<file path="src/rtl/dsm2_stim_echip65.sv">
// dsm2_stim_echip65 - second-order delta-sigma modulator used as the BIST /
// loopback bitstream source for the CIC3 filter rows. A DC code is converted
// to a 1-bit stream whose ones-density encodes the code. Code changes take
// effect only on decimation-frame boundaries.
// Optional build macro: DSM_DITHER_EN adds a +/-1 LSB LFSR dither to the code.
module dsm2_stim_echip65 #(
    parameter int IN_WIDTH  = 16,
    parameter int INT_WIDTH = 20,
    parameter int DECIM     = 64
) (
    input  logic                       clk,
    input  logic                       reset,
    input  logic                       enable,
    input  logic signed [IN_WIDTH-1:0] code_in,
    input  logic                       code_valid,
    output logic                       code_ready,
    output logic                       out,
    output logic                       out_valid,
    output logic                       frame_strobe,
    output logic                       ovf,
    input  logic                       ovf_clr
);

    localparam int CNT_W = (DECIM > 1) ? $clog2(DECIM) : 1;
    // Two guard bits cover integrator + code + 2*feedback without wrapping.
    localparam int SUM_W = INT_WIDTH + 2;

    localparam logic [CNT_W-1:0]          CNT_LAST  = CNT_W'(DECIM - 1);
    localparam logic signed [IN_WIDTH-1:0] CLAMP_POS = IN_WIDTH'(3 << (IN_WIDTH - 3));
    localparam logic signed [IN_WIDTH-1:0] CLAMP_NEG = -CLAMP_POS;
    localparam logic signed [SUM_W-1:0]    FS        = SUM_W'(64'sd1 << (IN_WIDTH - 1));
    localparam logic signed [SUM_W-1:0]    INT_MAX   = SUM_W'((64'sd1 << (INT_WIDTH - 1)) - 1);
    localparam logic signed [SUM_W-1:0]    INT_MIN   = -SUM_W'(64'sd1 << (INT_WIDTH - 1));

    typedef enum logic [1:0] {IDLE, RUN, DRAIN} state_t;

    state_t                      state_q, state_d;
    logic [CNT_W-1:0]            cnt_q, cnt_d;
    logic signed [INT_WIDTH-1:0] i1_q, i1_d, i2_q, i2_d;
    logic                        out_q, out_d;
    logic                        ovf_q, ovf_d;
    logic signed [IN_WIDTH-1:0]  active_q, active_d;
    logic signed [IN_WIDTH-1:0]  pend_code_q, pend_code_d;
    logic                        pending_q, pending_d;
    logic signed [IN_WIDTH-1:0]  code_clamped;

    logic                        running, last, apply;
    logic signed [SUM_W-1:0]     x, fb, sum1, sum2;
    logic                        hit1, hit2, sat_hit;

    // Clamp to the signed integrator range; the caller reports the clamp.
    function automatic logic signed [INT_WIDTH-1:0] sat(input logic signed [SUM_W-1:0] v);
        if (v > INT_MAX) return INT_MAX[INT_WIDTH-1:0];
        if (v < INT_MIN) return INT_MIN[INT_WIDTH-1:0];
        return v[INT_WIDTH-1:0];
    endfunction

    assign running = (state_q != IDLE);
    assign last    = running && (cnt_q == CNT_LAST);
    assign apply   = last && pending_q;

    // Limit incoming codes to +/-0.75 FS, inside the stable input range.
    always_comb begin
        code_clamped = code_in;
        if (code_in > CLAMP_POS)      code_clamped = CLAMP_POS;
        else if (code_in < CLAMP_NEG) code_clamped = CLAMP_NEG;
    end

    // Pending/active code handshake; a code taken on the boundary waits a frame.
    always_comb begin
        // NOTE: every combinational output gets a default first so no latch is inferred.
        active_d    = active_q;
        pending_d   = pending_q;
        pend_code_d = pend_code_q;
        if (apply) begin
            active_d  = pend_code_q;
            pending_d = 1'b0;
        end
        if (code_valid && !pending_q) begin
            pend_code_d = code_clamped;
            pending_d   = 1'b1;
        end
    end

`ifdef DSM_DITHER_EN
    logic [15:0] lfsr_q, lfsr_d;

    // Fibonacci LFSR x^16+x^14+x^13+x^11+1, advancing only while modulating.
    always_comb begin
        lfsr_d = lfsr_q;
        if (running) lfsr_d = {lfsr_q[14:0], lfsr_q[15] ^ lfsr_q[13] ^ lfsr_q[12] ^ lfsr_q[10]};
    end

    // Dither state register, seeded so the sequence is repeatable after reset.
    always_ff @(posedge clk or posedge reset) begin
        if (reset) lfsr_q <= 16'hACE1;
        else       lfsr_q <= lfsr_d;
    end

    assign x = SUM_W'(active_q) + (lfsr_q[0] ? SUM_W'(1) : -SUM_W'(1));
`else
    assign x = SUM_W'(active_q);
`endif

    assign fb   = i2_q[INT_WIDTH-1] ? -FS : FS;
    assign sum1 = SUM_W'(i1_q) + x - fb;
    assign sum2 = SUM_W'(i2_q) + SUM_W'(i1_q) - (fb <<< 1);
    assign hit1 = (sum1 > INT_MAX) || (sum1 < INT_MIN);
    assign hit2 = (sum2 > INT_MAX) || (sum2 < INT_MIN);

    // Run/drain/idle sequencing; leaving the run states only on a frame boundary.
    always_comb begin
        state_d = state_q;
        unique case (state_q)
            IDLE:    if (enable) state_d = RUN;
            RUN:     if (!enable) state_d = last ? IDLE : DRAIN;
            DRAIN:   if (enable) state_d = RUN;
                     else if (last) state_d = IDLE;
            default: state_d = IDLE;
        endcase
    end

    // Modulator datapath and frame counter; entering IDLE zeroes the loop.
    always_comb begin
        i1_d    = i1_q;
        i2_d    = i2_q;
        out_d   = out_q;
        cnt_d   = cnt_q;
        sat_hit = 1'b0;
        if (running) begin
            if (state_d == IDLE) begin
                i1_d  = '0;
                i2_d  = '0;
                out_d = 1'b0;
                cnt_d = '0;
            end else begin
                i1_d    = sat(sum1);
                i2_d    = sat(sum2);
                out_d   = ~i2_q[INT_WIDTH-1];
                cnt_d   = last ? '0 : cnt_q + 1'b1;
                sat_hit = hit1 | hit2;
            end
        end
        // A saturation in the same cycle as a clear keeps the flag set.
        ovf_d = sat_hit ? 1'b1 : (ovf_clr ? 1'b0 : ovf_q);
    end

    // State registers; asynchronous reset returns every register to idle values.
    always_ff @(posedge clk or posedge reset) begin
        if (reset) begin
            state_q     <= IDLE;
            cnt_q       <= '0;
            i1_q        <= '0;
            i2_q        <= '0;
            out_q       <= 1'b0;
            ovf_q       <= 1'b0;
            active_q    <= '0;
            pend_code_q <= '0;
            pending_q   <= 1'b0;
        end else begin
            // NOTE: non-blocking assignments so every register samples pre-edge values.
            state_q     <= state_d;
            cnt_q       <= cnt_d;
            i1_q        <= i1_d;
            i2_q        <= i2_d;
            out_q       <= out_d;
            ovf_q       <= ovf_d;
            active_q    <= active_d;
            pend_code_q <= pend_code_d;
            pending_q   <= pending_d;
        end
    end

    assign code_ready   = !pending_q;
    assign out          = out_q;
    assign out_valid    = running;
    assign frame_strobe = last;
    assign ovf          = ovf_q;

endmodule

</file>
<file path="config.mk">
export PLATFORM = sky130hd
export DESIGN_NAME = dsm2_stim_echip65
export DESIGN_NICKNAME = d
export VERILOG_FILES = /design/src/rtl/dsm2_stim_echip65.sv
export SDC_FILE = /design/constraint.sdc
export NUM_CORES = 1
export LEC_CHECK = 0
export BUFFER_PORTS_ARGS = -buffer_cell sky130_fd_sc_hd__buf_2
export CELL_PAD_IN_SITES_DETAIL_PLACEMENT = 0
export CELL_PAD_IN_SITES_GLOBAL_PLACEMENT = 2
export CORE_MARGIN = 4
export CORE_UTILIZATION = 35
export CTS_CLUSTER_SIZE = 10
export DETAILED_ROUTE_END_ITERATION = 6
export GPL_TIMING_DRIVEN = 0
export PLACE_DENSITY_LB_ADDON = 0.1
export SYNTH_ARGS = -nofsm -noshare
export SYNTH_HDL_FRONTEND = slang
export SYNTH_SLANG_ARGS = --single-unit
</file>
<file path="constraint.sdc">
create_clock -name clk -period 3.65 [get_ports clk]
set_input_delay 0.1825 -clock clk [delete_from_list [all_inputs] [get_ports clk]]
set_output_delay 0.1825 -clock clk [all_outputs]
set_load 0.05 [all_outputs]
</file>
==> out/metrics.yaml <==
drv_slew: 0
ys.flop_type: "dfrtp_1"
wire_per_inst_um: 15.5
postRouteAntennaNets: 0
yosysTopAreaCellShare_pct: 32.3
synth_enable_flop_cells: 0
area_growth_pct: 13.1
crit_family: "compound AO/OA/AOI/OAI gates"
start_util_pct: 35.6
avgSynthCellArea_um2: 9.10
synth_area_um2: 6420
track_usage_pct: 15.7
antenna_cells: 0
io_buffers: 25
synth.yosys.seq_area_share_pct: 32.3
cts_tree: "yes"
required_ns: 3.87
hold_class: "in -> reg"
hold_violations: 0
finalCriticalPeriod_ns: 3.47
crit_path_end_kind: "flop"
crit_slowest_cell: "dfrtp_2"
tightest_slew_ns: 0.737
worstPathArrival_ns: 3.69
grt_max_degree: 51
die_x_um: 143
rows: 49
outcome: "complete, no violations"
setup_viol: 0
synth_common_cells: "131 x inv_1, 83 x dfrtp_1, 77 x ha_1"
clkLatencyLatePin_ns: 0.34
core_area_um2: 18000
first_global_vias: 5113
timing.final.crit_share_pct: 95.1
drv_cap: 0
yosysMostFrequentCell: "inv_1"
dieArea_um2: 20600
yosysTopAreaCell: "dfrtp_1"
finClkSkew_ns: 0.00897
layout.nets: 853
num_io_pins: 26
worstPathCellList: "inv_1, fa_1, inv_1, ha_2, a21oi_1, o21ai_1, or2_2, o311a_1, o311ai_4, a21oi_4, and2_4, buf_6, buf_6, a221o_1"
rsz0062_at_grt: "no"
vias: 5013
grt_first_pass_wirelength_um: 25500
crit_path_start_kind: "flop"
slew_headroom_pct: 50.9
numCtsBuffers: 9
ys_types: 68
synth_area_leaders: "dfrtp_1 32%, ha_1 15%, inv_1 7.7%"
drtIter0Drc: 199
layout-drive-gt1-share_pct: 13.4
slowest_delay_ns: 0.44
critPathBufInv: 4
ctsLongestPathBuffers: 2
numClockSinks: 83
syn_inst: 706
gp_congestion: 0.807
post-dp-hpwl_um: 12200
drt_wl_total_um: 15200
syn-num-nets: 810
async_flop_share_pct: 100
drt-pass1-iter-count: 4
antenna_found_initial: 0
grt_overflow: 0
synth_warnings: 0
root_buffer: "clkbuf_16"
crit_type: "reg -> reg"
viasPerCell: 5.10
cp_max_fo: 10
drc: 0
cts.reportedPaths.clkPinSlew_ns: 0.06
ys_ff_latch: 83
holdWs_ns: 0.0262
max_freq_ghz: 0.288
die_h_um: 143
fin_tns_setup_ns: 0
h-tree-depth: 3
==> final cells by class <==
| type | count | area, um^2 |
|---|---|---|
| Inverter | 131 | 494 |
| Buffer | 18 | 96.3 |
| Sequential cell | 83 | 2080 |
| Fill cell | 1881 | 10800 |
| Tap cell | 229 | 287 |
| Clock inverter | 4 | 28.8 |
| Timing Repair Buffer | 34 | 218 |
| Multi-Input combinational cell | 472 | 3830 |
| Clock buffer | 11 | 233 |
==> worst reg2reg max path, cell delays in order (launching register included) <==
cell and delay [ns]:
dfrtp_2 0.44, inv_1 0.16, fa_1 0.44, inv_1 0.10
ha_2 0.32, a21oi_1 0.16, o21ai_1 0.13, or2_2 0.35
o311a_1 0.33, o311ai_4 0.11, a21oi_4 0.12, and2_4 0.18
buf_6 0.13, buf_6 0.13, a221o_1 0.25
==> per-layer routing <==
metal  wire length, um  GRT usage, %  part of all wire [%]  vias up
li1                  -             -                     -     2583
met1              7630          21.5                    50     2353
met2              6990          25.6                    46       62
met3               384          2.60                   2.5       15
met4               239          4.21                   1.6        0
met5                 0             0                     0        -
==> worst paths after layout <==
| kind | startpoint | end | slack, ns | cells after the start |
|---|---|---|---|---|
| max | active_q[15]$_DFFE_PP0P_ | i1_q[9]$_DFFE_PP0N_ | 0.18 | 14 |
| min | enable | state_q[1]$_DFF_PP0_ | 0.03 | 2 |
| max reg2reg | active_q[15]$_DFFE_PP0P_ | i1_q[9]$_DFFE_PP0N_ | 0.18 | 14 |
| min reg2reg | pend_code_q[13]$_DFFE_PP0P_ | pend_code_q[13]$_DFFE_PP0P_ | 0.48 | 2 |
| max in group asynchronous | reset | i2_q[9]$_DFFE_PP0N_ | 2.63 | 4 |
| min in group asynchronous | reset | pend_code_q[14]$_DFFE_PP0P_ | 0.40 | 3 |
==> per-stage QoR <==
| stage | std cells | worst slack (ns) | instance area (um^2) | util, % |
|---|---|---|---|---|
| 3_3_place_gp | 960 | -0.346 | 6840 | 37.9 |
| 6_report | 982 | 0.179 | 7270 | 40.3 |
| 2_1_floorplan | 706 | 0.317 | 6420 | - |
| 4_1_cts | 980 | 0.0169 | 7220 | 40.1 |
| 3_5_place_dp | 961 | -0.377 | 6870 | 38.1 |
| 5_1_grt | 982 | 0.0233 | 7270 | 40.3 |
==> cell usage in the layout, fill, tap and decap left out, types with 13 or more instances in the layout <==
| cell | instances |
|---|---|
| a22o_1 | 19 |
| a221o_1 | 32 |
| nand2_1 | 31 |
| inv_1 | 129 |
| nand3_1 | 13 |
| nor2_1 | 42 |
| buf_2 | 26 |
| dfrtp_1 | 80 |
| mux2_2 | 16 |
| o21ai_0 | 29 |
| xnor2_1 | 24 |
| a21oi_1 | 44 |
| clkbuf_1 | 13 |
| ha_1 | 73 |
==> what timing repair did <==
item / 4_1_cts / 5_1_grt
hold endpoints to repair: 34 / 0
setup buffers: 3 / 3
hold buffers: 2 / 0
resized for setup: 12 / 10
pin swaps: 2 / 3
setup endpoints to repair: 39 / 30
==> sequential cells by signal, summed over array words and instances, names as in the netlist <==
signal and cells:
active_q 16, cnt_q 6, i1_q 20, i2_q 20, out 1, ovf 1
pend_code_q 16, pending_q 1, state_q 2
==> cells by family after synthesis <==
logic type / after synthesis / share of synthesized area [%]
buffers and inverters: 151 / 9.23
multiplexers: 19 / 3.27
AND/OR/NAND/NOR: 141 / 11.0
XOR/XNOR: 31 / 4.23
flip-flops: 83 / 32.3
adder cells (fa/ha/maj): 83 / 16.9
AO/OA/AOI/OAI: 198 / 23.1
Power is left out: the tool's default activity adds up to more than one toggle a clock period on the data nets, which glitch-free logic cannot reach.
